[config.mk]
export PLATFORM = sky130hd
export DESIGN_NAME = disp_value_loader
export DESIGN_NICKNAME = d
export VERILOG_FILES = /design/src/rtl/disp_value_loader.sv
export SDC_FILE = /design/constraint.sdc
export NUM_CORES = 1
export LEC_CHECK = 0
export CORE_UTILIZATION = 50
export DETAILED_ROUTE_END_ITERATION = 8
export MAX_ROUTING_LAYER = met4
export PLACE_DENSITY = 0.83
export SETUP_SLACK_MARGIN = 0.2
export SYNTH_ARGS = -nofsm -noshare
export SYNTH_HDL_FRONTEND = slang
export SYNTH_SLANG_ARGS = --single-unit
[constraint.sdc]
create_clock -name clk -period 2 [get_ports clk]
set_input_delay 0.3 -clock clk [delete_from_list [all_inputs] [get_ports clk]]
set_output_delay 0.3 -clock clk [all_outputs]
set_load 0.02 [all_outputs]
[src/rtl/disp_value_loader.sv]
// Binary-to-BCD loader for the 8-digit seven-segment controller: serial double-dabble, then one digit write per clock.
// Optional `DISP_HEX_MODE_EN adds a hex_mode input that skips conversion and writes the raw nibbles of value.
module disp_value_loader #(
  parameter int DIGITS = 8,
  parameter int IN_W   = 27
) (
  input  logic                      clk,
  input  logic                      reset,
  input  logic                      start,
  input  logic [IN_W-1:0]           value,
`ifdef DISP_HEX_MODE_EN
  input  logic                      hex_mode,
`endif
  output logic                      busy,
  output logic                      done,
  output logic                      ovf,
  output logic                      write,
  output logic [3:0]                num,
  output logic [$clog2(DIGITS)-1:0] sel
);

  localparam int SEL_W = $clog2(DIGITS);
  localparam int BCD_W = 4 * DIGITS;
  localparam int CNT_W = $clog2(IN_W);
  localparam logic [63:0]      MAX_VAL  = 64'(10 ** DIGITS) - 64'd1;
  localparam logic [BCD_W-1:0] NINES    = {DIGITS{4'h9}};
  localparam logic [SEL_W-1:0] SEL_LAST = SEL_W'(DIGITS - 1);

  typedef enum logic [1:0] {IDLE, CONVERT, WRITE, DONE} state_t;

  state_t             state, state_nxt;
  logic [IN_W-1:0]    bin;
  logic [BCD_W-1:0]   bcd;
  logic [CNT_W-1:0]   bit_cnt;
  logic               hex_go;
  logic [BCD_W-1:0]   bcd_adj;
  logic [BCD_W+IN_W-1:0] dd_next;
  logic [BCD_W-1:0]   bcd_shift;
  logic [BCD_W-1:0]   bcd_final;

`ifdef DISP_HEX_MODE_EN
  assign hex_go = hex_mode;
`else
  assign hex_go = 1'b0;
`endif

  // Double-dabble step: bias nibbles >= 5 by 3, then shift {bcd,bin} left one place.
  always_comb begin
    bcd_adj = bcd;
    for (int i = 0; i < DIGITS; i++) begin
      if (bcd[4*i +: 4] >= 4'd5) bcd_adj[4*i +: 4] = bcd[4*i +: 4] + 4'd3;
    end
  end

  assign dd_next   = {bcd_adj, bin} << 1;
  assign bcd_shift = dd_next[BCD_W+IN_W-1:IN_W];
  assign bcd_final = ovf ? NINES : bcd_shift;

  always_ff @(posedge clk or negedge reset) begin
    if (!reset) state <= IDLE;
    else        state <= state_nxt;
  end

  always_comb begin
    state_nxt = state;
    case (state)
      IDLE:    if (start) state_nxt = hex_go ? WRITE : CONVERT;
      CONVERT: if (bit_cnt == '0) state_nxt = WRITE;
      WRITE:   if (sel == SEL_LAST) state_nxt = DONE;
      DONE:    state_nxt = IDLE;
      default: state_nxt = IDLE;
    endcase
  end

  always_comb begin
    busy  = 1'b0;
    write = 1'b0;
    done  = 1'b0;
    case (state)
      CONVERT: busy = 1'b1;
      WRITE:   begin busy = 1'b1; write = 1'b1; end
      DONE:    begin busy = 1'b1; done  = 1'b1; end
      default: ;
    endcase
  end

  // bcd doubles as the output shifter during WRITE: num always takes the next low nibble.
  always_ff @(posedge clk or negedge reset) begin
    if (!reset) begin
      bin     <= '0;
      bcd     <= '0;
      bit_cnt <= '0;
      ovf     <= 1'b0;
      num     <= '0;
      sel     <= '0;
    end else begin
      case (state)
        IDLE: begin
          if (start) begin
            if (hex_go) begin
              ovf <= 1'b0;
              num <= value[3:0];
              bcd <= BCD_W'(value) >> 4;
              sel <= '0;
            end else begin
              ovf     <= (64'(value) > MAX_VAL);
              bin     <= value;
              bcd     <= '0;
              bit_cnt <= CNT_W'(IN_W - 1);
            end
          end
        end
        CONVERT: begin
          bit_cnt <= bit_cnt - 1'b1;
          bin     <= dd_next[IN_W-1:0];
          if (bit_cnt == '0) begin
            num <= bcd_final[3:0];
            bcd <= bcd_final >> 4;
            sel <= '0;
          end else begin
            bcd <= bcd_shift;
          end
        end
        WRITE: begin
          if (sel != SEL_LAST) begin
            sel <= sel + 1'b1;
            num <= bcd[3:0];
            bcd <= bcd >> 4;
          end
        end
        default: ;
      endcase
    end
  end

endmodule

; Word-level counts from Yosys, hierarchy flattened
; Index checks and enable logic that the tools add are counted.
[totals]
memories = 0
out_inout_bits = 11
rom_bits = 0
inputBits = 30
register_bits = 74
latchBits = 0
elab_cells = 76
ram_bits = 0
[op_classes]
n_lt_le_gt_ge = 9
n_eq_ne = 9
add_sub_neg = 10
muxes = 30
n_bitwise = 0
n_reduce_logical = 11
shifts = 0
n_div = 0
n_mul = 0
[ops]
columns = cell, n
row1 = $mux W32, 4
row2 = $pmux W32 S3, 1
row3 = $pmux W27 S2, 1
row4 = $mux W4, 9
row5 = $ge A4 B3 Y1 const B, 8
row6 = $add A4 B2 Y4 const B, 7
row7 = $gt A27 B27 Y1 const B, 1
row8 = $mux W27, 1
row9 = $pmux W5 S2, 1
row10 = $mux W3, 3
row11 = $reduce_and A3 Y1, 3
row12 = $ne A2 B2 Y1 const B, 4
row13 = $pmux W2 S4, 1
row14 = $pmux W4 S2, 1
row15 = $mux W2, 3
row16 = $pmux W3 S2, 1
row17 = $logic_not A5 Y1, 1
row18 = $mux W5, 1
row19 = $sub A5 B1 Y5 const B, 1
row20 = $eq A2 B2 Y1 const B, 2
row21 = $reduce_and A2 Y1, 2
row22 = $reduce_bool A2 Y1, 2
row23 = $add A3 B1 Y3 const B, 1
row24 = $add A3 B2 Y3 const B, 1
row25 = other kinds (7), 9

; Depth between registers and ports, before layout
; Gate-level depths: netlist of the first run.
[depth]
depth_word = 5
ltp_mapped = 8
ltp_nobuf = 6

; Least setup slack after synthesis of the first run
; No wires, ideal clock.
[synth_path]
path_kind = flip-flop to flip-flop
startpoint = register sel[0]
endpoint = register bcd[1]
period_less_slack_ps = 2234
t_required_ps = 1876
path_stages_with_launch = 8
slack_ps = -234
t_arrival_ps = 2110
setup_time_ps = 124
path_cell_list = dfrtp_1 -> ha_1 -> ha_1 -> buf_2 -> a211o_1 -> clkbuf_1 -> a22o_1 -> a211o_1
[synth_via]
elab_chain_len = 3
[synth_lines]
columns = element, line_no
row1 = from (decl), 19  ; output logic [$clog2(DIGITS)-1:0] sel
row2 = from (signal assigned), 126  ; sel <= sel + 1'b1;
row3 = $ne A3 B3 Y1, 125  ; if (sel != SEL_LAST) begin
row4 = $ne A2 B2 Y1 (no source line), -
row5 = $reduce_and A3 Y1 (no source line), -
row6 = to (signal assigned), 118  ; bcd <= bcd_final >> 4;
row7 = to (signal assigned), 121  ; bcd <= bcd_shift;
row8 = to (signal assigned), 128  ; bcd <= bcd >> 4;
row9 = to (decl), 33  ; logic [BCD_W-1:0] bcd;
; No other way between the ends.
; A chain may end at the register's enable or synchronous reset.

; Worst setup path after layout of the first run
[layout_path]
startpoint = register state[0]
endpoint = register bcd[0]
[layout_via]
elab_chain_len = 3
word_cells_on_any_way = 8
classes_between = eq/ne (4) / mux (1) / reduce/logical (3)
[layout_lines]
columns = element, line_no
row1 = from (decl), 31  ; state_t state, state_nxt;
row2 = from (signal assigned), 61  ; else state <= state_nxt;
row3 = $eq A2 B2 Y1 (tied with other cells), 97  ; case (state)
row4 = $ne A2 B2 Y1 (no source line) / $reduce_bool A3 Y1 (equally long branches), -
row5 = $reduce_and A3 Y1 (no source line), -
row6 = to (signal assigned), 103  ; bcd <= BCD_W'(value) >> 4;
row7 = to (signal assigned), 118
row8 = to (signal assigned), 121
; Parallel ways exist; a longest one is shown, timed or not.

==> impl_metrics.ini, run 1 <==
[yosys]
netlist_area_um2 = 4530
synth_top_area_share_pct = 40.9
yosysUniqueCellTypes = 52
synth_edf_count = 0
synth_nets = 504
synth_area_per_cell_um2 = 10.1
yosysTopAreaCell = dfrtp_1
synth-seq-cells = 74
yosysWarningCount = 0
yosysMostFrequentCell = dfrtp_1
synth_area_leaders = dfrtp_1 (41%), mux2i_1 (7.7%), ha_1 (6.6%)
synth_cells = 450
synth_common_cells = dfrtp_1 (74), nand2_1 (41), o21ai_0 (37)
ys_seq_area_share_pct = 40.9
synth-main-ff-cell = dfrtp_1
async_reset_ff_share_pct = 100

[worst_setup_path]
path_buf_inv = 2
reg2reg_slack_ns = -0.19
path_class = reg2reg
reg2reg_depth = 7
crit_path_max_fanout = 12
worstPathRequired_ns = 2.23
reg2reg_to = bcd[0]$_DFFE_PN0P_
crit_arrival_ns = 2.41
r2r_start = state[0]$_DFFE_PN0P_
slowest_stage = a22oi_1
end_kind = register
critPathTopFamily = compound AO/OA/AOI/OAI gates
critPathLaunchType = register
max_stage_delay_ns = 0.49
startpoint = state[0]$_DFFE_PN0P_
crit_chain = inv_2 -> ha_4 -> nor2b_4 -> buf_6 -> a211o_4 -> a22oi_1 -> o31ai_4

[clock_network]
cts_tree = done
cts-root-buf = clkbuf_8
htreeDepth = 3
cts_sinks = 74
ctsLongestPathBuffers = 2
clk_latency_ns = 0.37
path_clk_slew_ns = 0.10
cts_inserted_buffers = 9

[grt]
grt_max_degree = 43
antenna_found_initial = 0
grt_pass1_vias = 4231
track_usage_pct = 29.6
grt_overflow = 0
grt_pass1_wl_um = 21400

[timing]
max_freq_mhz = 457
hold_viol_final = 0
hold_ws_ns = 0.482
skew_ns = 0.0223
setup_viol = 24
layout_min_cycle_time_ns = 2.19
drv_slew = 0
rsz0062_at_grt = true
fin_setup_tns_ns = -1.86
worst_pin_slew_ns = 0.715
max_slew_margin_pct = 51.8
period_share_pct = 109
finalWorstSetupSlack_ns = -0.187

[routing]
ant_nets = 0
wl_per_cell_um = 23.7
vias = 4483
drtIter0Drc = 372
routed_wl_um = 15500
drt_pass1_iterations = 5
drc = 0
routed_via_density = 6.83

[placed_design]
port_buffers = 40
place_ws_ns = -0.0931
hpwl_um = 7930
place_congestion = 0.838
placed_cells = 612

[floorplanning]
initial_core_util_pct = 51.7
row_count = 34
die_w_um = 97.2
design.die.area_um2 = 9440
core-area_um2 = 8760
io_pins = 41
die_y_um = 97.2

[pwr]
p_leak_nw = 2.66
totalPowerFinal_mw = 8.46
ir_drop_uv = 807
power_per_cell_area_nw_per_um2 = 1350

[min_path]
hold_path_class = reg2reg
min_from = bin[6]$_DFFE_PN0P_
min_to = bin[6]$_DFFE_PN0P_
min_path_cells = 2

[cells_and_area]
antennaDiodeCount = 0
drive_above_1_share_pct = 28.6
layoutNonFillerInstCount = 656
layout.nets = 598
area_growth_syn_to_layout_pct = 38.3

[outcome]
violations = setup timing
status = complete, but fails checks

[job]
maxCapViolCount = 0
layout make-up:
type	count	area (um^2)
Fill cell	551	2500
Sequential cell	74	1860
Tap cell	108	135
Timing Repair Buffer	106	1050
Clock inverter	5	103
Inverter	24	90.1
Multi-Input combinational cell	329	2890
Clock buffer	10	138
sequential cells by signal, summed over array words and instances (netlist names):
signal	flops
bcd	32
bin	27
bit_cnt	5
num	4
sel	3
state	2
ovf	1
through the flow:
| step | util (%) | cell area [um^2] |
|---|---|---|
| 6_report | 71.5 | 6260 |
| 5_1_grt | 71.5 | 6260 |
| 4_1_cts | 68.2 | 5980 |
| 3_5_place_dp | 61.2 | 5360 |
| 3_3_place_gp | 61.2 | 5360 |
| 2_1_floorplan | - | 4630 |
power breakdown:
part / total (mW) / switching (mW) / internal, mW / leakage [nW]
clock network: 1.47 / 0.614 / 0.854 / 0.118
logic: 4.79 / 2.64 / 2.15 / 1.58
registers: 2.20 / 0.290 / 1.91 / 0.960
total: 8.46 / 3.55 / 4.91 / 2.66
tightest hold or removal path, cell delays in order (launching register included):
cell     delay (ns)
dfrtp_1        0.35
nand2_1        0.04
o21ai_0        0.06
logic make-up (layout without fill, tap and decap cells):
logic type	count (synthesis)	count (layout)	synth area share (%)
AO/OA/AOI/OAI	147	149	24.0
AND/OR/NAND/NOR	102	102	12.2
flip-flops	74	74	40.9
buffers and inverters	49	145	4.17
multiplexers	44	44	10.1
adder cells (fa/ha/maj)	24	24	6.63
XOR/XNOR	10	10	1.93
worst max-delay path by stage:
| stage | to | slack (ns) | depth (start not counted) |
|---|---|---|---|
| CTS | bcd[15]$_DFFE_PN0P_ | 0.07 | 7 |
| floorplan | bcd[2]$_DFFE_PN0P_ | 0.007 | 7 |
| finish | bcd[0]$_DFFE_PN0P_ | -0.19 | 7 |
| global route | bcd[23]$_DFFE_PN0P_ | -0.18 | 8 |
| global placement | bcd[10]$_DFFE_PN0P_ | -0.06 | 6 |
| detailed placement | bcd[9]$_DFFE_PN0P_ | -0.09 | 6 |
placed cells by master, fill, tap and decap left out, types with 3 or more instances in the layout:
cell type / count
mux2_2: 3
mux2_4: 6
a211oi_1: 6
nand2_1: 38
bufinv_16: 3
inv_2: 6
dlymetal6s2s_1: 3
mux2i_1: 34
inv_1: 18
a221o_1: 20
nand3_1: 8
buf_12: 5
ha_1: 17
clkdlybuf4s50_1: 33
a22o_1: 18
nand2_2: 3
o21ai_0: 37
nor2_1: 9
nand2b_1: 8
clkbuf_8: 10
xnor2_1: 10
buf_6: 20
buf_2: 4
buf_4: 38
a221oi_2: 7
nor2b_1: 3
dfrtp_1: 70
a211o_4: 3
dfrtp_2: 4
o221ai_2: 6
nor3b_1: 13
ha_4: 5
a21oi_1: 26
metal layers:
layer / part of all wire [%] / track usage, % / up-vias / routed length (um)
met3: 8.5 / 5.40 / 112 / 1310
met1: 35 / 34.9 / 2168 / 5450
met5: 0 / - / - / 0
met4: 7.1 / 14.6 / 0 / 1100
met2: 49 / 48.8 / 308 / 7640
li1: - / - / 1895 / -
timing repair:
item,CTS,global route
gates resized for setup,55,51
endpoints found under the setup margin,41,74
setup buffers,17,7
hold endpoints to repair,34,0
cloned,4,0
hold buffers,1,0
pin swaps,12,16
No activity file was read; power rests on OpenSTA's default activity.
==> run 2: changes to the inputs <==
--- a/config.mk
+++ b/config.mk
@@ -6,6 +6,7 @@
 export NUM_CORES = 1
 export LEC_CHECK = 0
 export CORE_UTILIZATION = 50
+export CTS_BUF_LIST = sky130_fd_sc_hd__clkbuf_4
 export DETAILED_ROUTE_END_ITERATION = 8
 export MAX_ROUTING_LAYER = met4
 export PLACE_DENSITY = 0.83
==> impl_metrics.ini, run 2 (synthesis gave the netlist of run 1 again) <==
[timing]
hold_ws_ns = 0.416
worst_pin_slew_ns = 0.732
period_share_pct = 104
layout_min_cycle_time_ns = 2.07
skew_ns = 0.0312
max_freq_mhz = 482
setup_viol = 5
drv_slew = 0
hold_viol_final = 0
max_slew_margin_pct = 50.7
rsz0062_at_grt = true
finalWorstSetupSlack_ns = -0.0747

[cells_and_area]
antennaDiodeCount = 0
post-route-util_pct = 71.5
reg.largest.list = bcd x32, bin x27, bit_cnt x5
final_common_cell = dfrtp_1
most-common-layout-cells = dfrtp_1 (70), nand2_1 (39), o21ai_0 (36)
multi_input_area_um2 = 2890
top_register = bcd
drive_above_1_share_pct = 28.8
area_growth_syn_to_layout_pct = 38.4
nFillCells = 556
layout.nets = 602
seq_area_um2 = 1860
layoutNonFillerInstCount = 660
largest_register_ffs = 32

[pwr]
power_per_cell_area_nw_per_um2 = 1310
ir_drop_uv = 771
p_leak_nw = 2.65

[grt]
grt_overflow = 0
grt_pass1_vias = 4296
track_usage_pct = 28.5
grt_pass1_wl_um = 20800
antenna_found_initial = 0
grt_max_degree = 43

[worst_setup_path]
crit_path_max_fanout = 4
crit_top_cell = a21oi_1
r2r_start = bcd[1]$_DFFE_PN0P_
worstPathRequired_ns = 2.33
end_kind = register
path_class = reg2reg
crit_arrival_ns = 2.40
reg2reg_slack_ns = -0.07
max_stage_delay_ns = 0.45
crit_chain = inv_1 -> ha_1 -> nand2b_1 -> a21oi_1 -> a21oi_1 -> a221o_1
reg2reg_depth = 6
reg2reg_to = bcd[2]$_DFFE_PN0P_
slowest_stage = dfrtp_1
critPathLaunchType = register
critPathTopFamily = compound AO/OA/AOI/OAI gates
path_buf_inv = 1

[clock_network]
cts-root-buf = clkbuf_4
clk_latency_ns = 0.43
htreeDepth = 3
cts_tree = done
ctsLongestPathBuffers = 2
path_clk_slew_ns = 0.14
cts_sinks = 74
cts_inserted_buffers = 9

[floorplanning]
die_w_um = 97.2
io_pins = 41
die_y_um = 97.2
row_count = 34
initial_core_util_pct = 51.7
core-area_um2 = 8760
design.die.area_um2 = 9440

[placed_design]
hpwl_um = 7930
port_buffers = 40
place_congestion = 0.838
placed_cells = 612

[job]
maxCapViolCount = 0

[outcome]
status = complete, but fails checks
violations = setup timing

[min_path]
hold_path_class = in2async

[routing]
drt_pass1_iterations = 6
drtIter0Drc = 357
routed_via_density = 6.63
drc = 0
routed_wl_um = 14600
vias = 4374
ant_nets = 0
wl_per_cell_um = 22.1
## run 2: cell types whose count changed in the layout (fill, tap and decap cells not counted), moves of 2 or more
| cell | change |
|---|---|
| clkbuf_4 | +9 |
| a21oi_1 | +2 |
| buf_2 | -3 |
| nor2b_1 | -2 |
| mux2_4 | +2 |
| buf_8 | +2 |
| mux2_2 | -2 |
| buf_4 | -3 |
| buf_6 | +8 |
| clkbuf_8 | -10 |
| dlygate4sd2_1 | +3 |
| dlymetal6s2s_1 | -3 |
| a21oi_2 | -2 |
## run 2: repair_timing
item                       4_1_cts  5_1_grt
cloned                           4        0
hold buffers                     1        0
pin swaps                        9       20
gates resized for setup         65       62
setup buffers                   18       10
setup endpoints to repair       45       68
hold endpoints to repair        74        0
## run 2: metrics by stage
step | total power, mW | setup TNS [ns] | cell area, um^2 | setup WS, ns
6_report | 8.23 | -0.240 | 6270 | -0.0747
2_1_floorplan | 4.33 | 0 | 4630 | 0.00702
3_5_place_dp | 5.54 | -1.23 | 5360 | -0.0931
4_1_cts | 7.37 | 0 | 5940 | 0.0516
5_1_grt | 8.56 | -1.32 | 6270 | -0.177
3_3_place_gp | 5.38 | -0.561 | 5360 | -0.0585
## run 2: per-layer routing
metal  global-route usage (%)  routed length (um)  part of all wire [%]  vias to the layer above
li1                         -                   -                     -                     1906
met1                     33.2                5260                    36                     2066
met2                     46.8                7120                    49                      300
met3                     6.98                1200                   8.2                      102
met4                     12.7                 998                   6.8                        0
met5                        -                   0                     0                        -
## run 2: area by class of cell
class | instances | area share (%)
Multi-Input combinational cell | 329 | 46.1
Tap cell | 108 | 2.16
Timing Repair Buffer | 110 | 17.9
Sequential cell | 74 | 29.6
Clock inverter | 6 | 1.70
Clock buffer | 9 | 1.08
Inverter | 24 | 1.44
## run 2: how the worst max path moves through the flow
stage,from,cells after the start,to
after floorplan,sel[1]$_DFFE_PN0P_,7,bcd[2]$_DFFE_PN0P_
after global placement,start,6,bcd[10]$_DFFE_PN0P_
after detailed placement,start,6,bcd[9]$_DFFE_PN0P_
after CTS,bit_cnt[1]$_DFFE_PN0P_,7,bcd[23]$_DFFE_PN0P_
after global routing,bit_cnt[1]$_DFFE_PN0P_,7,bcd[23]$_DFFE_PN0P_
final,bcd[1]$_DFFE_PN0P_,6,bcd[2]$_DFFE_PN0P_
## run 2: where the power goes
part	internal [mW]	switching, mW	total [mW]
registers	1.91	0.270	2.18
clock network	0.620	0.566	1.19
logic	2.24	2.62	4.86
total	4.77	3.46	8.23
## run 2: worst min-delay path: cells and delay by family
kind / cells / cell delay [ns]
buf+inv: 3 / 1.01
==> run 3: changes to the inputs <==
--- a/config.mk
+++ b/config.mk
@@ -9,7 +9,7 @@
 export CTS_BUF_LIST = sky130_fd_sc_hd__clkbuf_4
 export DETAILED_ROUTE_END_ITERATION = 8
 export MAX_ROUTING_LAYER = met4
-export PLACE_DENSITY = 0.83
+export PLACE_DENSITY = 0.8
 export SETUP_SLACK_MARGIN = 0.2
 export SYNTH_ARGS = -nofsm -noshare
 export SYNTH_HDL_FRONTEND = slang
==> constraint.sdc (replaced) <==
create_clock -name clk -period 2.6 [get_ports clk]
set_input_delay 0.39 -clock clk [delete_from_list [all_inputs] [get_ports clk]]
set_output_delay 0.39 -clock clk [all_outputs]
set_load 0.02 [all_outputs]
==> impl_metrics.ini, run 3 (synthesis gave the netlist of run 1 again) <==
[placed_design]
hpwl_um = 7580
place_area_um2 = 5130
place_congestion = 0.837
port_buffers = 40
placed_cells = 590

[cells_and_area]
layoutNonFillerInstCount = 606
reg.largest.list = bcd x32, bin x27, bit_cnt x5
drive_above_1_share_pct = 10.8
top_register = bcd
nFillCells = 716
multi_input_area_um2 = 2510
largest_register_ffs = 32
most-common-layout-cells = dfrtp_1 (74), nand2_1 (41), clkdlybuf4s50_1 (38)
final_common_cell = dfrtp_1
seq_area_um2 = 1850
antennaDiodeCount = 0
finalInstanceArea_um2 = 5310
layout.nets = 548
area_growth_syn_to_layout_pct = 17.2

[floorplanning]
design.die.area_um2 = 9440
initial_core_util_pct = 51.7
row_count = 34
core-area_um2 = 8760
io_pins = 41
die_w_um = 97.2
die_y_um = 97.2

[grt]
gr-usage-met3_pct = 4.75
grt_use_met1_pct = 31.6
grt_max_degree = 75
grt_overflow = 0
antenna_found_initial = 0
track_usage_pct = 24.8
globalRouteMet2Util_pct = 40.5
grt_pass1_vias = 3877
grt_pass1_wl_um = 18400
grt-busiest-layer = met2

[clock_network]
cts_sinks = 74
cts_inserted_buffers = 9
ctsLongestPathBuffers = 2
cts_tree = done
path_clk_slew_ns = 0.12
post_cts_buffers = 0
clk_latency_ns = 0.44
htreeDepth = 3
cts-root-buf = clkbuf_4

[worst_setup_path]
crit_arrival_ns = 1.90
worst-path-stages = 3
startpoint = state[0]$_DFFE_PN0P_
worstPathRequired_ns = 2.21
end_kind = primary output
path_buf_inv = 2
reg2reg_slack_ns = 0.32
critPathLaunchType = register
reg2reg_depth = 7
crit_chain = inv_1 -> ha_1 -> clkdlybuf4s50_1
crit_end = write
critPathTopFamily = buffers and inverters
max_stage_delay_ns = 0.68
reg2reg_to = bcd[24]$_DFFE_PN0P_
r2r_start = state[0]$_DFFE_PN0P_
slowest_stage = clkdlybuf4s50_1
path_class = reg2out
crit_path_max_fanout = 6

[timing]
hold_ws_ns = 0.495
max_slew_margin_pct = 60.7
skew_ns = 0.0243
setup_viol = 0
period_share_pct = 88.2
max_freq_mhz = 436
drv_slew = 0
rsz0062_at_grt = false
fin_setup_tns_ns = 0
hold_viol_final = 0
worst_pin_slew_ns = 0.587
layout_min_cycle_time_ns = 2.29

[pwr]
p_leak_nw = 2.22
ir_drop_uv = 523
power_per_cell_area_nw_per_um2 = 919
totalPowerFinal_mw = 4.88

[outcome]
status = finished clean

[routing]
ant_nets = 0
routed_wl_um = 10700
vias = 3755
drc = 0
drt_pass1_iterations = 5
routed_via_density = 6.20
drtIter0Drc = 183
wl_per_cell_um = 17.7

[job]
maxCapViolCount = 0

[min_path]
hold_path_class = reg2reg
==> run 3: cell types whose count changed in the layout (fill, tap and decap cells not counted), sizes merged <==
cell / change
buf: -55
dlygate4sd2: -3
bufinv: -1
clkbuf: +1
clkdlybuf4s50: +5
a211o: -2
dlymetal6s2s: +1
==> run 3: stage by stage <==
step	setup slack [ns]	utilization (%)
detailed placement	0.142	58.5
floorplan	0.366	-
global placement	0.186	58.5
finish	0.306	60.5
CTS	0.270	60.5
global route	0.233	60.5
==> run 3: what timing repair did <==
| action | CTS | global route |
|---|---|---|
| endpoints found under the setup margin | 13 | 2 |
| hold endpoints to repair | 67 | 0 |
| hold buffers | 1 | 0 |
| resized for setup | 1 | 2 |
==> run 3: where the power goes <==
group	internal [mW]	switching, mW	total (mW)
combinational	0.984	1.41	2.39
sequential	1.46	0.205	1.67
clock	0.394	0.419	0.813
total	2.84	2.03	4.88
==> run 3: tightest hold or removal path, cell delays in order (launching register included) <==
cell	delay, ns
dfrtp_1	0.36
nand2_1	0.05
o21ai_0	0.06
==> run 3: cell type report <==
cell class,count,area share [%]
clock buffer,10,1.42
clock inverter,5,1.51
inverter,24,1.70
multi-input combinational,327,47.3
sequential,74,34.9
tap,108,2.55
timing repair buffer,58,10.6
==> run 3: worst min path at each step <==
stage / to / start / cells past startpoint
after floorplan: bcd[0]$_DFFE_PN0P_ / reset / 0
after global placement: bin[12]$_DFFE_PN0P_ / reset / 2
after detailed placement: bin[12]$_DFFE_PN0P_ / reset / 2
after CTS: bin[18]$_DFFE_PN0P_ / bin[18]$_DFFE_PN0P_ / 2
after global routing: bin[2]$_DFFE_PN0P_ / bin[2]$_DFFE_PN0P_ / 2
final: bin[18]$_DFFE_PN0P_ / bin[18]$_DFFE_PN0P_ / 2
==> run 3: routing by layer <==
layer,part of all wire [%],up-vias
met2,51,108
met4,1.2,0
li1,-,1785
met5,0,-
met3,4.7,14
met1,43,1848
==> patch 1 (config.mk and constraints of run 1) <==
Re-encode `state_t` (4 states) as Gray code, 2 bits wide.
--- a/src/rtl/disp_value_loader.sv
+++ b/src/rtl/disp_value_loader.sv
@@ -28,3 +28,3 @@
 
-  typedef enum logic [1:0] {IDLE, CONVERT, WRITE, DONE} state_t;
+  typedef enum logic [1:0] {IDLE = 2'b00, CONVERT = 2'b01, WRITE = 2'b11, DONE = 2'b10} state_t;
 
Function: no difference found for any inputs over 10 cycles, from zero or initial values and one cycle with reset low; not proved beyond that.
==> patch 1 against run 1 <==
The flow still finishes with violations (setup timing). Sequential power rose by 27%. Routed wire length fell by 17%. Design area is 10% lower. Worst setup slack improved by 0.030 ns. Sequential cell count did not move. Hold slack worse by 0.050 ns. Clock skew decreased by 0.0068 ns. Synthesized area fell by 7.4%. Power up 7.0%. Sequential share of layout area is 3.4 points higher. Largest power group unchanged.
==> patch 1: results (changes against run 1) <==
Pwr
  – Worst VDD drop: 0.000766 V (-5.2%)
  – Seq. pwr: 2.80 mW (+27%)
  – Sequential share of power: 31.0% (+5.0 points)
  – P_leak: 2.50 nW (-5.9%)
  – Comb power frac: 55.9% (-0.7 points)

Yosys
  – Synth Net Count: 512 (+1.6%)
  – Synth Area in XOR/XNOR: 1.67% (-0.26 points)
  – Distinct cell type count after synthesis: 46 (-12%)
  – Compound-Gate Fraction of Synth Area: 23.7% (-0.33 points)
  – Top cells by area, synth: dfrtp_1 44%, nand2_1 7.1%, ha_1 6.0%, a22oi_1 5.2%, a21oi_1 4.7%
  – Mapped Area: 0.00420 mm² (-7.4%)
  – Register area share after synthesis: 44.1% (+3.2 points)
  – Post-synthesis adder-cell area fraction: 5.96% (-0.67 points)
  – Syn Inst Count: 462 (+2.7%)
  – Post-synth top cells: 79 x nand2_1, 74 x dfrtp_1, 39 x a21oi_1

GRT
  – Vias in the first global route: 3935 (-7.0%)
  – Pin count of the biggest net entering global routing: 44 (+2.3%)
  – Total track usage: 28.5% (-1.1 points)

Detailed routing
  – TritonRoute pass-1 iters: 7 (+2)
  – Average vias per placed instance: 6.40 (-6.3%)

Finish
  – Signal buffers share of area: 16.9% (+0.15 points)
  – # fillers: 570 (+3.4%)
  – Clock network area share: 3.45% (-0.38 points)
  – Non-CTS inverters: 23 (-4.2%)
  – Layout cell share with drive strength beyond 1: 23.1% (-5.5 points)
  – Nonclk buf count: 100 (-5.7%)
  – FFs & Latches: 74 (unchanged)
  – Seq/total area: 33.1% (+3.4 points)
  – #MultiIn Comb: 340 (+3.3%)

Outcome
  – Status: finished, violations left
  – Failing checks: setup timing

Place
  – DP Cell Count: 619 (+1.1%)
  – RePlAce Congestion: 0.892 (+6.5%)
  – Setup slack at placement: -0.0781 ns (+0.0151 ns)
  – Post-DP Area: 0.00504 mm² (-6.0%)

STA
  – Setup TNS Final: -0.706 ns (+1.15 ns)
  – Slew HR: 65.1% (+13 points)
  – Final setup viols: 10 (-58%)
  – Minimum setup slack in the final design: -0.157 ns (+0.0301 ns)

Clock network
  – Post-CTS Setup Inserts: 9 (-8)

Min path
  – Worst Hold Class: input pin to asynchronous set/reset pin
[patch 1: worst paths after layout]
check / from / endpoint / depth (start not counted) / slack (ns)
max in group asynchronous: reset / bit_cnt[2] / 3 / 1.17
hold / removal: reset / bcd[29] / 3 / 0.43
setup reg to reg: bit_cnt[1] / bcd[3] / 8 / -0.16
setup / recovery: bit_cnt[1] / bcd[3] / 8 / -0.16
min in group clk: bin[17] / bin[17] / 2 / 0.48
hold reg to reg: bin[17] / bin[17] / 2 / 0.48
[patch 1: routing by layer]
| layer | wire, µm | GRT usage (%) | vias to the layer above |
|---|---|---|---|
| met1 | 5180 | 35.1 | 2020 |
| met5 | 0 | - | - |
| met2 | 6160 | 44.9 | 273 |
| met4 | 465 | 13.5 | 0 |
| li1 | - | - | 1860 |
| met3 | 1140 | 5.77 | 60 |
==> patch 2 (flow settings as in run 1) <==
Made on the original files. The option `DISP_HEX_MODE_EN` is turned on by a define.
--- a/src/rtl/disp_value_loader.sv
+++ b/src/rtl/disp_value_loader.sv
@@ -2,2 +2,4 @@
 // Optional `DISP_HEX_MODE_EN adds a hex_mode input that skips conversion and writes the raw nibbles of value.
+`define DISP_HEX_MODE_EN
+
 module disp_value_loader #(
Interface: changed (added hex_mode); port bits go from 41 to 42. No check against the original RTL was run, so the function may have changed too.
==> patch 2 against run 1 <==
The run still ends with setup timing left. Power is 21% higher. Synthesized area is 3.6% higher. Routed wire length is 3.6% higher. Final cell count is 11% higher. Sequential cell count stayed put. Design area is 3.2% higher. Worst setup slack better by 0.044 ns. Critical endpoint is now bcd[6]. Largest cell class unchanged. Largest power group unchanged.
==> patch 2: results (changes against run 1) <==
Finish
  – # fillers: 525 (-4.7%)
  – Regs by FF count: bcd: 32 flops, bin: 27 flops, bit_cnt: 5 flops
  – Antenna diodes: 0 (unchanged)
  – Final nets: 669 (+12%)
  – Layout cell share with drive strength beyond 1: 27.1% (-1.5 points)

Pwr
  – Switching Fraction: 43.6% (+1.7 points)
  – Worst VDD drop: 0.00116 V (+44%)
  – P_leak: 2.65 nW (-0.21%)

Outcome
  – Failing checks: setup timing
  – Status: finished, violations left

Detailed routing
  – Average vias per placed instance: 6.77 (-0.87%)
  – Drt initial violations: 712 (+91%)
  – WL/cell: 22.1 µm (-6.5%)
  – TritonRoute pass-1 iters: 6 (+1)
  – DR vias: 4925 (+9.9%)

Yosys
  – Register area share after synthesis: 39.5% (-1.4 points)
  – Post-synth top cells: 74 x dfrtp_1, 53 x a21oi_1, 44 x nand2_1, 44 x nor2_1, 28 x mux2i_1
  – Distinct cell type count after synthesis: 53 (+1.9%)
  – Async SR Flop Fraction: 100% (unchanged)
  – Synth Area per Inst: 9.27 µm² (-7.8%)
  – Synth Net Count: 561 (+11%)
  – Top cells by area, synth: dfrtp_1 39%, ha_1 6.4%, mux2i_1 6.0%, a21oi_1 5.7%, a221o_1 4.5%
  – YS warnings: 0 (unchanged)

STA
  – Setup TNS Final: -0.365 ns (+1.49 ns)
  – Worst-margin pin slew: 0.580 ns (-0.135 ns)
  – Minimum setup slack in the final design: -0.143 ns (+0.0442 ns)
  – Max Clock Skew: 0.0176 ns (-0.00464 ns)
  – Final setup viols: 7 (-71%)

Clock network
  – Clk_lat worst skew: 0.37 ns (about the same)
  – H-tree depth: 3 (unchanged)
  – Total CTS buffers: 9 (unchanged)
  – Root buffer cell: clkbuf_8
  – Clk slew on worst S/H paths: 0.09 ns
  – Clock buffer depth: 2 (unchanged)

Place
  – Detail Placement HPWL: 9530 µm (+20%)
  – IO Port Bufs: 41 (+2.5%)
  – DP Cell Count: 690 (+13%)
  – RePlAce Congestion: 0.936 (+12%)

Min path
  – Worst Hold Class: input pin to asynchronous set/reset pin

Setup path
  – Crit-path slowest cell: dfrtp_2
  – Crit Path Max Fanout: 11 (-1)
  – CP arrival: 2.37 ns (-0.04 ns)
  – Slowest stage delay, CP: 0.45 ns (-0.04 ns)
  – CP top delay family: compound AO/OA/AOI/OAI gates

GRT
  – Vias in the first global route: 4626 (+9.3%)
  – Initial antenna violation count: 0 (unchanged)
  – First-pass GRT wire length: 22800 µm (+6.7%)
  – Total track usage: 30.5% (+0.89 points)
  – Pin count of the biggest net entering global routing: 43 (unchanged)
==> patch 2: changes by cell type in the layout (fill, tap and decap cells not counted), sizes merged, moves of 13 or more <==
| cell | change |
|---|---|
| a22o | -15 |
| buf | +15 |
| and3 | +16 |
| nor2 | +32 |
| o21ai | -13 |
| a21oi | +25 |
==> patch 2: worst paths after layout <==
path                               start       to  slack [ns]  cells past startpoint
worst max-delay path            state[1]   bcd[6]       -0.14                      9
worst min-delay path               reset  bcd[26]        0.47                      2
worst max register to register  state[1]   bcd[6]       -0.14                      9
worst min register to register    num[2]   num[2]        0.53                      1
max in group asynchronous          reset   bcd[4]        0.92                      3
min in group clk                  num[2]   num[2]        0.53                      1
==> patch 2: cell families (layout without fill, tap and decap cells) <==
group | after synthesis | count (layout) | synth area share [%]
flip-flops | 74 | 74 | 39.5
buffers and inverters | 53 | 165 | 5.52
adder cells (fa/ha/maj) | 24 | 24 | 6.40
AND/OR/NAND/NOR | 165 | 166 | 17.7
XOR/XNOR | 11 | 11 | 2.05
AO/OA/AOI/OAI | 147 | 147 | 22.0
multiplexers | 32 | 32 | 6.93
==> patch 2: cell type report <==
| type | instances | area, µm² | share of cell area [%] |
|---|---|---|---|
| repair buffers | 124 | 1190 | 18.4 |
| flip-flops and latches | 74 | 1860 | 28.8 |
| clock buffers | 10 | 138 | 2.13 |
| well taps | 108 | 135 | 2.09 |
| clock inverters | 6 | 114 | 1.76 |
| multi-input cells | 380 | 2930 | 45.3 |
| inverters | 25 | 98.8 | 1.53 |
==> patch 2: power by group through the flow <==
stage	clock network (mW)	registers, mW	logic, mW
after CTS	1.47	2.53	4.99
after global routing	1.54	2.66	6.48
after floorplan	0	2.49	3.12
final	1.51	2.61	6.14
after global placement	0	2.51	4.46
after detailed placement	0	2.55	4.64
==> patch 2: metrics by stage <==
| stage | setup WS (ns) | instance area (µm²) | total power [mW] |
|---|---|---|---|
| floorplan | 0.137 | 4790 | 5.60 |
| global placement | -0.194 | 5690 | 6.97 |
| detailed placement | -0.269 | 5690 | 7.19 |
| CTS | 0.0398 | 6100 | 8.99 |
| global route | -0.161 | 6460 | 10.7 |
| finish | -0.143 | 6460 | 10.3 |
==> patch 2: repair_timing <==
action | in CTS | in global routing
buffers inserted | 9 | 8
gates resized for setup | 29 | 65
setup endpoints to repair | 64 | 68
cloned | 1 | 2
pin swaps | 2 | 15
hold buffers | 1 | 0
endpoints found under the hold margin | 41 | 0
==> patch 2: per-layer routing <==
layer / vias to the layer above / wire (µm) / GRT usage, %
li1: 2104 / - / -
met1: 2371 / 5950 / 36.7
met2: 341 / 7890 / 51.3
met3: 109 / 1390 / 4.96
met4: 0 / 837 / 11.6
met5: - / 0 / -
